**config.mk**
```make
export PLATFORM = sky130hd
export DESIGN_NAME = rvdff_pipe_flat
export DESIGN_NICKNAME = d
export VERILOG_FILES = /design/src/rtl/rvdff_pipe_if.sv /design/src/rtl/rvdff_pipe.sv /design/src/flat_wrapper.sv
export SDC_FILE = /design/constraint.sdc
export NUM_CORES = 1
export LEC_CHECK = 0
export BUFFER_PORTS_ARGS = -buffer_cell sky130_fd_sc_hd__buf_2
export CORE_MARGIN = 3
export CORE_UTILIZATION = 50
export CTS_BUF_LIST = sky130_fd_sc_hd__clkbuf_16
export CTS_CLUSTER_DIAMETER = 80
export CTS_CLUSTER_SIZE = 16
export DETAILED_ROUTE_END_ITERATION = 7
export PLACE_DENSITY = 0.77
export RECOVER_POWER = 100
export SYNTH_ARGS = -nofsm -noshare
export SYNTH_HDL_FRONTEND = slang
export SYNTH_SLANG_ARGS = --single-unit
```
**constraint.sdc**
```tcl
create_clock -name clk -period 2.45 [get_ports clk]
set_input_delay 0.1225 -clock clk [delete_from_list [all_inputs] [get_ports clk]]
set_output_delay 0.1225 -clock clk [all_outputs]
set_load 0.01 [all_outputs]
```
**src/rtl/rvdff_pipe_if.sv**
```systemverilog
// Handshake bundle for the elastic pipeline register: upstream push side,
// downstream pop side, flush and fill level.
interface rvdff_pipe_if #(
  parameter int WIDTH = 32,
  parameter int DEPTH = 2
);
  localparam int OCC_W = $clog2(DEPTH + 1);

  logic             flush;
  logic             in_valid;
  logic             in_ready;
  logic [WIDTH-1:0] in_data;
  logic             out_valid;
  logic             out_ready;
  logic [WIDTH-1:0] out_data;
  logic [OCC_W-1:0] occupancy;

  modport master (
    output flush, in_valid, in_data, out_ready,
    input  in_ready, out_valid, out_data, occupancy
  );

  modport slave (
    input  flush, in_valid, in_data, out_ready,
    output in_ready, out_valid, out_data, occupancy
  );
endinterface

```
**src/rtl/rvdff_pipe.sv**
```systemverilog
// Stallable, flushable delay line of DEPTH WIDTH-bit stages with per-stage
// valid bits and bubble collapse.
module rvdff_pipe #(
  parameter int               WIDTH   = 32,
  parameter int               DEPTH   = 2,
  parameter logic [WIDTH-1:0] RST_VAL = '0
) (
  input logic         clk,
  input logic         rst,
  rvdff_pipe_if.slave bus
);
  localparam int               OCC_W   = $clog2(DEPTH + 1);
  localparam logic [OCC_W-1:0] OCC_ONE = OCC_W'(1);

  logic [DEPTH-1:0] v_r;
  logic [WIDTH-1:0] d_r [DEPTH];
  logic [OCC_W-1:0] occ_r;
  logic [DEPTH-1:0] rdy_s;
  logic [DEPTH-1:0] vin_s;
  logic [WIDTH-1:0] din_s [DEPTH];
  logic             in_ready_s;
  logic             accept_s;
  logic             deliver_s;

  // Ready chain: a stage can load when it is empty or the stage ahead moves.
  always_comb begin
    logic rdy_chain_s;
    rdy_chain_s = bus.out_ready;
    rdy_s       = '0;
    for (int k = DEPTH - 1; k >= 0; k--) begin
      rdy_chain_s = ~v_r[k] | rdy_chain_s;
      rdy_s[k]    = rdy_chain_s;
    end
  end

  // Per-stage incoming valid/data: stage 0 from upstream, others from the stage behind.
  always_comb begin
    vin_s    = '0;
    vin_s[0] = bus.in_valid;
    din_s[0] = bus.in_data;
    for (int k = 1; k < DEPTH; k++) begin
      vin_s[k] = v_r[k-1];
      din_s[k] = d_r[k-1];
    end
  end

  assign in_ready_s = rdy_s[0] & ~bus.flush;
  assign accept_s   = bus.in_valid & in_ready_s;
  assign deliver_s  = v_r[DEPTH-1] & bus.out_ready;

  // Stage registers; data only moves with a valid entry so bubbles never toggle d.
  always_ff @(posedge clk or posedge rst) begin
    if (rst) begin
      v_r <= '0;
      for (int k = 0; k < DEPTH; k++) begin
        d_r[k] <= RST_VAL;
      end
    end else if (bus.flush) begin
      v_r <= '0;
    end else begin
      for (int k = 0; k < DEPTH; k++) begin
        if (rdy_s[k]) begin
          v_r[k] <= vin_s[k];
          if (vin_s[k]) begin
            d_r[k] <= din_s[k];
          end
        end
      end
    end
  end

  // Fill level tracked incrementally so it matches popcount(v_r) without an adder tree.
  always_ff @(posedge clk or posedge rst) begin
    if (rst) begin
      occ_r <= '0;
    end else if (bus.flush) begin
      occ_r <= '0;
    end else begin
      case ({accept_s, deliver_s})
        2'b10:   occ_r <= occ_r + OCC_ONE;
        2'b01:   occ_r <= occ_r - OCC_ONE;
        default: occ_r <= occ_r;
      endcase
    end
  end

  assign bus.in_ready  = in_ready_s;
  assign bus.out_valid = v_r[DEPTH-1];
  assign bus.out_data  = d_r[DEPTH-1];
  assign bus.occupancy = occ_r;
endmodule

```
**src/flat_wrapper.sv**
```systemverilog
// flat-port wrapper written by rule: the top's interface ports become plain ports
module rvdff_pipe_flat 
#(
  parameter int               WIDTH   = 32,
  parameter int               DEPTH   = 2,
  parameter logic [WIDTH-1:0] RST_VAL = '0
)
  (clk, rst, bus_flush, bus_in_valid, bus_in_data, bus_out_ready, bus_in_ready, bus_out_valid, bus_out_data, bus_occupancy);
  rvdff_pipe_if #(.WIDTH(WIDTH), .DEPTH(DEPTH)) bus_i ();
  input logic clk;
  input logic rst;
  input wire logic [$bits(bus_i.flush)-1:0] bus_flush;
  input wire logic [$bits(bus_i.in_valid)-1:0] bus_in_valid;
  input wire logic [$bits(bus_i.in_data)-1:0] bus_in_data;
  input wire logic [$bits(bus_i.out_ready)-1:0] bus_out_ready;
  output wire logic [$bits(bus_i.in_ready)-1:0] bus_in_ready;
  output wire logic [$bits(bus_i.out_valid)-1:0] bus_out_valid;
  output wire logic [$bits(bus_i.out_data)-1:0] bus_out_data;
  output wire logic [$bits(bus_i.occupancy)-1:0] bus_occupancy;
  assign bus_i.flush = bus_flush;
  assign bus_i.in_valid = bus_in_valid;
  assign bus_i.in_data = bus_in_data;
  assign bus_i.out_ready = bus_out_ready;
  assign bus_in_ready = bus_i.in_ready;
  assign bus_out_valid = bus_i.out_valid;
  assign bus_out_data = bus_i.out_data;
  assign bus_occupancy = bus_i.occupancy;
  rvdff_pipe #(.WIDTH(WIDTH), .DEPTH(DEPTH), .RST_VAL(RST_VAL)) u_core (.clk(clk), .rst(rst), .bus(bus_i));
endmodule
```
==> Word-level counts from Yosys, hierarchy flattened <==
Index checks and enable logic that the tools add are counted.
{ "totals": {"input_bits": 37, "word_cells": 27, "ff_bits": 68} }
{ "op_classes": {"add_sub_neg": 2, "n_eq_ne": 2, "mux": 5, "reduce_logical": 5, "bitwise_logic": 8} }
{ "op_table": {"columns": ["operator", "count"], "rows": [
  ["$reduce_and 3->1", 2],
  ["$mux 2", 2],
  ["$pmux 2 s2", 1],
  ["$reduce_bool 2->1", 2],
  ["$and 1x1->1", 3],
  ["$not 1->1", 3],
  ["$reduce_bool 3->1", 1],
  ["$add 2x1->2 const B", 1],
  ["$eq 2x1->1 const B", 1],
  ["$eq 2x2->1 const B", 1],
  ["$mux 1", 2],
  ["$or 1x1->1", 2],
  ["$sub 2x1->2 const B", 1]
]} }

==> Depth between registers and ports, before layout <==
Gate-level depths: netlist of the first run.
{ "logic_depth": {"word_depth": 8, "mapped_depth": 5, "mapped_depth_nobuf": 3} }

==> Least setup slack after synthesis of the first run <==
Ideal clock, no wire load.
{ "synth_timing": {"path_kind": "flip-flop to flip-flop", "start": "register u_core.v_r[1]", "end": "register u_core.d_r, in the netlist u_core.bus.out_data[22]", "stages_incl_launch_ff": 5, "path_buffers": 1, "path_slack_ns": 0.908, "synth_period_minus_slack_ns": 1.542, "t_arrival_ns": 1.417, "setup_time_ns": 0.125, "required_time_ns": 2.325, "path_cell_list": "dfrtp_1 > nor2b_2 > nor3b_4 > buf_6 > mux2_2"} }
{ "synth_between": {"elab_chain_cells": 3} }
{ "synth_rtl": {"columns": ["item", "line", "source"], "rows": [
  ["start, declared", "rvdff_pipe.sv:15", "logic [DEPTH-1:0] v_r;"],
  ["start signal, assigned by index", "rvdff_pipe.sv:63", "v_r[k] <= vin_s[k];"],
  ["$not 1->1", "rvdff_pipe.sv:31", "rdy_chain_s = ~v_r[k] | rdy_chain_s;"],
  ["$or 1x1->1", "rvdff_pipe.sv:31", null],
  ["$reduce_and 3->1 (no source line)", null, null],
  ["end signal, assigned by index", "rvdff_pipe.sv:65", "d_r[k] <= din_s[k];"],
  ["end, declared", "rvdff_pipe.sv:16", "logic [WIDTH-1:0] d_r [DEPTH];"]
]} }
Every way passes these cells.
A chain may end at the register's enable or synchronous reset.

==> Final worst setup path of the first run <==
{ "layout_timing": {"start": "register u_core.v_r[1]", "end": "register u_core.d_r[62] in the netlist's numbering"} }
{ "layout_between": {"elab_chain_cells": 4} }
{ "layout_rtl": {"columns": ["item", "line"], "rows": [
  ["$not 1->1", "rvdff_pipe.sv:31"],
  ["$or 1x1->1 (2 in series)", "rvdff_pipe.sv:31"],
  ["$reduce_and 3->1 (no source line)", null]
]} }
Every way passes these cells.

==> metrics.md, run 1 <==
| Metric | Value |
|---|---|
| Die ar. | `6750 um2` |
| Leak pwr | `approximately 1.5 nW` |
| Adder and majority cell fraction of the synthesized area | `0` |
| Sequential-to-total area share from yosys stat | `0.587` |
| Num CTS Buffers | `9` |
| Crit path kind | `register to register` |
| First DRT Iteration DRCs | `between 60 and 70` |
| Antenna viol nets, final | `0` |
| Max_cap viols | `0` |
| Post-Layout Cell Count | `around 320` |
| IO Pins | `73` |
| Top cell type's share of synthesized area | `0.587` |
| Vias after detailed routing | `about 1600` |
| CTS Root Cell | `clkbuf_16` |
| Max VDD drop | `0.581 mV` |
| Worst endpoint data arrival time | `2.12 ns` |
| Largest family of logic cells by synthesized area | `multiplexers` |
| Ys async rst share | `1.00` |
| Die height | `82.1 um` |
| Synth Flop Type | `dfrtp_1` |
| # hold bufs at CTS | `1` |
| H-tree depth | `3` |
| Num rows | `27` |
| Pwr dens | `slightly below 1000 nW/um2` |
| Die W | `roughly 80 um` |
| Yosys warning count | `0` |
| Post-layout util | `0.595` |
| Mean Syn Cell Area | `between 10 and 15 um2` |
| Synth Register Bits | `68` |
| CP Launch Type | `register` |
| # setup viols final | `0` |
| CP required | `2.64 ns` |
| Total GRT Usage | `0.148` |
| Synth area leader | `dfrtp_1` |
| Post-Place Cells | `approximately 300` |
| Clk_lat worst skew | `approximately 0.31 ns` |
| Worst-margin pin slew | `roughly 1.3 ns` |
| Max clock buf depth | `2` |
| Final period util | `0.786` |
| Initial antenna violation count | `0` |
| Worst slew margin | `0.133` |
| Final hold viol count | `0` |
| Router iterations before antenna repair | `2` |
| Core area | `5570 um2` |
| Minimum hold slack | `between 0.04 and 0.05 ns` |
| Fin Setup TNS | `0 ns` |
| Final WL | `4.61 mm` |
| Placer congestion estimate | `between 0.6 and 0.7` |
| Synth Cell Area | `2900 um2` |
| Number of flops mapped to enable cells by yosys | `0` |
| Initial Utilization | `0.520` |
| Final net count | `around 280` |
| Detailed-route DRC error count | `0` |
| Tot Pwr | `between 0.003 and 0.004 W` |
| Gr ovfl total | `0` |
| Synth Area in Compound Gates | `0.0117` |
| First-pass GRT wire length | `7.45 mm` |
| Post-CTS setup buffer count | `0` |
| PortBufs | `72` |
| Largest net degree at the start of global routing | `36` |
| RSZ-0062 raised after global routing | `false` |
| Crit-path max FO | `17` |
| Antenna Cells | `0` |
| P&R area growth vs syn | `14.5%` |
| Avg WL per Cell | `~14 um` |
| Post-Syn Instances | `194` |
| Post-CTS Resized | `0` |
| Status | `complete, no violations` |
| CTS tree | `built` |
| Clock skew after layout | `about 0.0048 ns` |
| Most frequent cells after synthesis | `68 x dfrtp_1, 62 x mux2_2, 32 x buf_4` |
| Number of global-route vias before repair | `approximately 1700` |
| Synth unique cells | `21` |
| Period minus WS final | `between 1.5 and 2 ns` |
| Slew Limit Fails | `0` |
| Post-DP HPWL | `3.23 mm` |
| Filler cell count in the final layout | `approximately 490` |
| Synth area leaders | `dfrtp_1 59%, mux2_2 24%, buf_4 8.3%` |
| Simple-gate portion of the synthesized area | `0.0393` |
| Worst Hold Class | `primary input to register` |
| Maximum clock frequency | `approximately 520 MHz` |
| Clock Pin Slew Worst Setup and Hold Paths | `~0.05 ns` |
| Mux share of post-synthesis cell area | `0.253` |
| Most frequent cell after synthesis | `dfrtp_1` |
| Crit path capture type | `register` |
| Syn nets | `between 200 and 250` |
| Post-Synth XOR/XNOR Area | `0` |
| Share of cells above drive strength 1 | `0.459` |
| Sink Count | `68` |
| Vias per cell | `approximately 5` |
[state kept, by name, indices dropped and copies added (netlist names)]
signal                count
u_core.bus.out_data      32
u_core.d_r               32
u_core.bus.occupancy      2
u_core.v_r                2
[cell families (layout without fill, tap and decap cells)]
group / after synthesis / in the layout
flops: 68 / 68
mux: 65 / 65
buf+inv: 40 / 92
simple gates: 16 / 16
compound gates: 5 / 5
[per-stage QoR]
stage | worst slack [ns] | cell area [um2]
finish | 0.524 | 3320
global route | 0.371 | 3320
CTS | 0.699 | 3370
detailed placement | 0.706 | 3080
global placement | 0.777 | 3080
floorplan | 0.616 | 2900
[final cells by class]
type | count | area [um2] | share of cell area
clock buffer | 9 | 225 | 0.0679
sequential | 68 | 1700 | 0.513
tap | 72 | 90.1 | 0.0272
multi-input combinational | 86 | 875 | 0.264
timing repair buffer | 76 | 373 | 0.112
clock inverter | 6 | 48.8 | 0.0147
inverter | 1 | 3.75 | 0.00113
[routing by layer]
layer  up-vias  wire length, um  GRT usage
li1        738                -          -
met3         7              322     0.0358
met2        50             2250      0.241
met4         0               56     0.0648
met5         -                0          0
met1       778             1980      0.187
[power breakdown]
group	leakage, nW	internal (W)	switching [W]	total [W]
clock network	0.140	0.000762	0.000405	0.00117
registers	0.810	0.00137	0.000127	0.00150
logic	0.528	0.000285	0.000262	0.000547
total	1.48	0.00242	0.000793	0.00321
[worst paths after layout]
check                           cells past startpoint  slack, ns            start                       to
worst max-delay path                                4       0.52    u_core.v_r[1]           u_core.d_r[62]
worst min-delay path                                2       0.04  bus_in_data[24]           u_core.d_r[56]
worst max register to register                      4       0.52    u_core.v_r[1]           u_core.d_r[62]
worst min register to register                      1       0.48   u_core.d_r[59]  u_core.bus.out_data[27]
max in group asynchronous                           4       0.93              rst  u_core.bus.out_data[18]
min in group asynchronous                           3       0.73              rst           u_core.d_r[62]
[layout by cell type (no fill, tap or decap), drive strengths merged, types with 2 or more instances in the layout]
cell type   n
dfrtp      68
mux2       65
clkbuf     45
buf        39
nor2        6
inv         3
clkinv      3
nor2b       3
and3b       2
nor3b       2
[critical path, stage by stage (launching register included)]
cell and delay, ns:
dfrtp_1 0.44, nand3b_1 0.15, nand2_1 0.62, buf_12 0.24
mux2_2 0.35
Power figures use the tool's default switching activity.
==> inputs of run 2 (changes only) <==
==> constraint.sdc (replaced) <==
create_clock -name clk -period 2 [get_ports clk]
set_input_delay 0.1 -clock clk [delete_from_list [all_inputs] [get_ports clk]]
set_output_delay 0.1 -clock clk [all_outputs]
set_load 0.01 [all_outputs]
==> metrics.md, run 2 (synthesis gave the netlist of run 1 again) <==
| Metric | Value |
|---|---|
| Total GRT Usage | `0.150` |
| Maximum clock frequency | `584 MHz` |
| Filler cell count in the final layout | `roughly 480` |
| Post-CTS setup buffer count | `0` |
| Pwr dens | `1190 nW/um2` |
| Hold path cells | `2` |
| Avg WL per Cell | `approximately 14 um` |
| Met2 global-route usage | `0.251` |
| Reg2reg start | `u_core.v_r[1]` |
| Hold EP | `u_core.d_r[34]` |
| Minimum hold slack | `~0.015 ns` |
| CP required | `2.19 ns` |
| Reg-to-Reg End | `u_core.d_r[52]` |
| Crit-path max FO | `20` |
| Placer congestion estimate | `0.750` |
| Clock Pin Slew Worst Setup and Hold Paths | `around 0.050 ns` |
| Final hold viol count | `0` |
| Setup crit start | `u_core.v_r[1]` |
| Vias after detailed routing | `1600` |
| Post-Place Worst Slack | `between 0.4 and 0.5 ns` |
| Number of global-route vias before repair | `approximately 1600` |
| Leak pwr | `between 1 and 1.5 nW` |
| Initial antenna violation count | `0` |
| Most frequent cells in the layout | `68 x dfrtp_1, 62 x mux2_2, 37 x clkbuf_1` |
| CTS Root Cell | `clkbuf_16` |
| Die W | `roughly 80 um` |
| Worst endpoint data arrival time | `around 1.9 ns` |
| Period minus WS final | `~1.7 ns` |
| Sequential share of power | `0.461` |
| First DRT Iteration DRCs | `between 40 and 50` |
| First-pass GRT wire length | `between 7 and 8 mm` |
| Largest net degree at the start of global routing | `just under 70` |
| Net Sw Frac | `0.252` |
| Pint | `0.00297 W` |
| Post-Place Cells | `304` |
| Status | `complete, no violations` |
| Share of cells above drive strength 1 | `0.478` |
| Combinational power share | `0.167` |
| Tot Pwr | `0.00397 W` |
| Crit path kind | `register to register` |
| Net Sw Power | `about 0.001 W` |
| R2r worst-path depth | `4` |
| Final net count | `about 280` |
| Core area | `5570 um2` |
| # hold bufs at CTS | `1` |
| Slew Limit Fails | `0` |
| Die ar. | `around 6700 um2` |
| Clk_lat worst skew | `0.31 ns` |
| Most used routing layer | `met2` |
| Die height | `~80 um` |
| Final period util | `0.856` |
| Router iterations before antenna repair | `3` |
| Met1 global-route usage | `0.171` |
| RSZ-0062 raised after global routing | `false` |
| Gr ovfl total | `0` |
| Final WS setup | `approximately 0.29 ns` |
| Post-DP HPWL | `around 3.2 mm` |
| CTS tree | `built` |
| Antenna viol nets, final | `0` |
| Worst reg2reg setup slack | `around 0.29 ns` |
| Worst Hold Class | `primary input to register` |
| Commonest non-fill, non-tap cell in the layout | `dfrtp_1` |
| Fin Setup TNS | `0 ns` |
| Max_cap viols | `0` |
| Global-route met3 utilization | `0.0488` |
| Crit path capture type | `register` |
| Worst slew margin | `0.409` |
| IO Pins | `73` |
| H-tree depth | `3` |
| Worst-margin pin slew | `slightly below 0.9 ns` |
| Sink Count | `68` |
| Max VDD drop | `0.656 mV` |
| Clock network power share | `0.372` |
| Vias per cell | `roughly 5` |
| Max clock buf depth | `2` |
| Post-CTS Resized | `0` |
| Final WL | `around 4.6 mm` |
| P&R area growth vs syn | `14.7%` |
| Num CTS Buffers | `9` |
| Num rows | `27` |
| PortBufs | `between 70 and 80` |
| Antenna Cells | `0` |
| Hold Startpoint | `bus_in_data[2]` |
| Initial Utilization | `0.520` |
| Post-Layout Cell Count | `321` |
| CP Launch Type | `register` |
| Detailed-route DRC error count | `0` |
| # setup viols final | `0` |
| Clock skew after layout | `roughly 0.0054 ns` |
run 2: power groups by stage:
stage                     combinational, W  sequential [W]  clock (W)
final                             0.000664         0.00183    0.00148
after global routing              0.000742         0.00187    0.00157
after CTS                         0.000742         0.00183    0.00152
after detailed placement          0.000738         0.00185          0
after global placement            0.000712         0.00184          0
after floorplan                   0.000726         0.00180          0
run 2: final cells by class:
type / instances / area, um2 / share of cell area
inverters: 1 / 3.75 / 0.00113
clock buffers: 9 / 225 / 0.0677
well taps: 72 / 90.1 / 0.0271
flip-flops and latches: 68 / 1700 / 0.512
clock inverters: 7 / 60.1 / 0.0181
multi-input cells: 86 / 877 / 0.264
repair buffers: 78 / 367 / 0.110
run 2: worst max-delay path by stage:
| stage | end | depth (start not counted) |
|---|---|---|
| floorplan | u_core.bus.occupancy[0] | 1 |
| global placement | u_core.bus.out_data[15] | 4 |
| detailed placement | u_core.bus.out_data[19] | 4 |
| CTS | u_core.bus.out_data[19] | 4 |
| global route | u_core.d_r[47] | 4 |
| finish | u_core.d_r[52] | 4 |
run 2: critical path, stage by stage, from the launching register on:
cell      delay (ns)
dfrtp_1         0.45
nand3b_1        0.18
nand2_2         0.10
clkbuf_2        0.45
mux2_2          0.41
run 2: stage by stage:
stage	instance area (um2)	utilization
detailed placement	3100	0.556
floorplan	2900	-
finish	3320	0.596
global route	3320	0.596
CTS	3390	0.609
global placement	3100	0.556
run 2: per-layer routing:
metal,routed length (um),share of wire
met2,2220,0.48
met4,84,0.018
met5,0,0
met1,1990,0.43
met3,353,0.076
==> inputs of run 3 (changes only) <==
--- a/config.mk
+++ b/config.mk
@@ -5,6 +5,7 @@
 export SDC_FILE = /design/constraint.sdc
 export NUM_CORES = 1
 export LEC_CHECK = 0
+export ABC_AREA = 1
 export BUFFER_PORTS_ARGS = -buffer_cell sky130_fd_sc_hd__buf_2
 export CORE_MARGIN = 3
 export CORE_UTILIZATION = 50
@@ -12,7 +13,7 @@
 export CTS_CLUSTER_DIAMETER = 80
 export CTS_CLUSTER_SIZE = 16
 export DETAILED_ROUTE_END_ITERATION = 7
-export PLACE_DENSITY = 0.77
+export PLACE_DENSITY = 0.76
 export RECOVER_POWER = 100
 export SYNTH_ARGS = -nofsm -noshare
 export SYNTH_HDL_FRONTEND = slang
==> metrics.md, run 3 <==
| Metric | Value |
|---|---|
| Yosys warning count | `0` |
| CP Launch Type | `primary input` |
| Clock Pin Slew Worst Setup and Hold Paths | `0.05 ns` |
| Period minus WS final | `roughly 1.5 ns` |
| Clock skew after layout | `0.00492 ns` |
| Router iterations before antenna repair | `4` |
| Vias per cell | `4.70` |
| # setup viols final | `0` |
| Post-Syn Instances | `slightly above 300` |
| CP bufs+invs | `4` |
| Share of cells above drive strength 1 | `0.252` |
| Most frequent cells in the layout | `68 x dfrtp_1, 45 x nand2_1, 44 x inv_1` |
| Vias after detailed routing | `around 2000` |
| Max_cap viols | `0` |
| Synth Flop Type | `dfrtp_1` |
| Sequential-to-total area share from yosys stat | `0.552` |
| Final WL | `between 5 and 6 mm` |
| Die ar. | `about 7100 um2` |
| Num rows | `27` |
| Worst endpoint data arrival time | `about 2 ns` |
| Maximum clock frequency | `approximately 650 MHz` |
| Crit path capture type | `async pin` |
| PortBufs | `slightly above 70` |
| Worst-margin pin slew | `~1.1 ns` |
| Largest net degree at the start of global routing | `between 40 and 50` |
| Placer congestion estimate | `0.718` |
| Pwr dens | `1130 nW/um2` |
| Number of global-route vias before repair | `approximately 2000` |
| Final period util | `0.775` |
| Crit-path max FO | `28` |
| Synth Register Bits | `between 60 and 70` |
| Max clock buf depth | `2` |
| Synth unique cells | `18` |
| Commonest non-fill, non-tap cell in the layout | `dfrtp_1` |
| Final hold viol count | `0` |
| CTS tree | `built` |
| Post-CTS Resized | `0` |
| Antenna Cells | `0` |
| Cell chain of the critical path | `dlygate4sd3_1 > buf_2 > inv_1 > clkbuf_2` |
| Initial Utilization | `0.537` |
| Synth Cell Area | `3080 um2` |
| Fin Setup TNS | `0 ns` |
| Top cell type's share of synthesized area | `0.552` |
| Post-CTS setup buffer count | `0` |
| Max incr delay on CP | `~0.75 ns` |
| Filler cell count in the final layout | `529` |
| Detailed-route DRC error count | `0` |
| Avg WL per Cell | `about 12 um` |
| First-pass GRT wire length | `9.14 mm` |
| Max VDD drop | `about 0.6 mV` |
| Num CTS Buffers | `9` |
| Initial antenna violation count | `0` |
| Area occupied by multi-input gates | `about 800 um2` |
| Total GRT Usage | `0.161` |
| Register area | `1700 um2` |
| Gr ovfl total | `0` |
| P&R area growth vs syn | `11.6%` |
| Ys async rst share | `1.00` |
| Leak pwr | `approximately 1.8 nW` |
| H-tree depth | `3` |
| Slew Limit Fails | `0` |
| RSZ-0062 raised after global routing | `false` |
| Crit path kind | `primary input to async pin` |
| IO Pins | `between 70 and 80` |
| Syn nets | `343` |
| Clk_lat worst skew | `between 0.3 and 0.4 ns` |
| First DRT Iteration DRCs | `65` |
| Post-layout util | `0.599` |
| Most frequent cell after synthesis | `dfrtp_1` |
| Die W | `about 85 um` |
| Number of flops mapped to enable cells by yosys | `0` |
| Crit-path slowest cell | `inv_1` |
| CP required | `~2.5 ns` |
| Worst slew margin | `0.298` |
| Die height | `between 80 and 90 um` |
| Post-DP HPWL | `3.61 mm` |
| Crit path max-delay family | `buffers and inverters` |
| Most frequent cells after synthesis | `68 x dfrtp_1, 45 x nand2_1, 40 x inv_1` |
| Antenna viol nets, final | `0` |
| Sink Count | `68` |
| Worst Hold Class | `primary input to register` |
| Status | `complete, no violations` |
| Synth area leader | `dfrtp_1` |
| CTS Root Cell | `clkbuf_16` |
| Mean Syn Cell Area | `10.1 um2` |
| Final net count | `around 390` |
| Core area | `5740 um2` |
| Synth area leaders | `dfrtp_1 55%, a21oi_2 9.1%, buf_4 7.8%` |
run 3: repair_timing:
item | 4_1_cts | 5_1_grt
endpoints found under the setup margin | 0 | 0
hold buffers | 1 | 0
endpoints found under the hold margin | 26 | 0
run 3: layout make-up:
cell class              instances  area share
flip-flops and latches         68       0.495
well taps                      72      0.0262
repair buffers                 78       0.116
inverters                      40      0.0437
multi-input cells             152       0.232
clock inverters                 6      0.0218
clock buffers                   9      0.0655
run 3: cells by family (layout without fill, tap and decap cells):
group | count (synthesis) | in the layout | share of synthesized area
AO/OA/AOI/OAI | 67 | 67 | 0.148
XOR/XNOR | 1 | 1 | 0.00284
buffers and inverters | 86 | 133 | 0.174
flip-flops | 68 | 68 | 0.552
AND/OR/NAND/NOR | 84 | 84 | 0.123
run 3: path summary, 6_finish.rpt:
| check | startpoint | end | slack [ns] | depth (start not counted) |
|---|---|---|---|---|
| setup / recovery | rst | u_core.bus.out_data[30] | 0.45 | 4 |
| hold / removal | bus_flush | u_core.v_r[0] | 0.01 | 2 |
| setup reg to reg | u_core.v_r[1] | u_core.d_r[48] | 0.52 | 5 |
| hold reg to reg | u_core.bus.out_data[17] | u_core.bus.out_data[17] | 0.48 | 2 |
| max in group clk | u_core.v_r[1] | u_core.d_r[48] | 0.52 | 5 |
| min in group asynchronous | rst | u_core.bus.out_data[15] | 0.58 | 3 |
run 3: worst register-to-register path: cells and delay by family, from the launching register on:
kind                   cells  cell delay [ns]
AO/OA/AOI/OAI              1             0.11
buffers and inverters      1             0.35
flip-flops                 1             0.38
AND/OR/NAND/NOR            3             0.57
run 3: through the flow:
stage	total power (W)	setup slack (ns)	area, um2	std cells	hold slack (ns)
floorplan	0.00233	0.188	3080	306	0.163
global placement	0.00237	0.617	3230	409	0.197
detailed placement	0.00240	0.519	3230	409	0.204
CTS	0.00399	0.493	3540	425	0.00300
global route	0.00412	0.182	3440	425	0.0171
finish	0.00389	0.451	3440	425	0.0146
run 3: report_power, final:
part	internal, W	switching [W]	total [W]	leakage [nW]
Combinational	0.000224	0.000366	0.000590	0.808
Clock	0.00106	0.000521	0.00158	0.160
Sequential	0.00161	0.000109	0.00172	0.791
Total	0.00290	0.000995	0.00389	1.76
run 3: metal layers:
metal,vias to the layer above,global-route usage,share of wire
met4,0,0.0561,0.0085
li1,997,-,-
met1,934,0.197,0.45
met3,7,0.0618,0.073
met2,58,0.261,0.46
met5,-,0,0
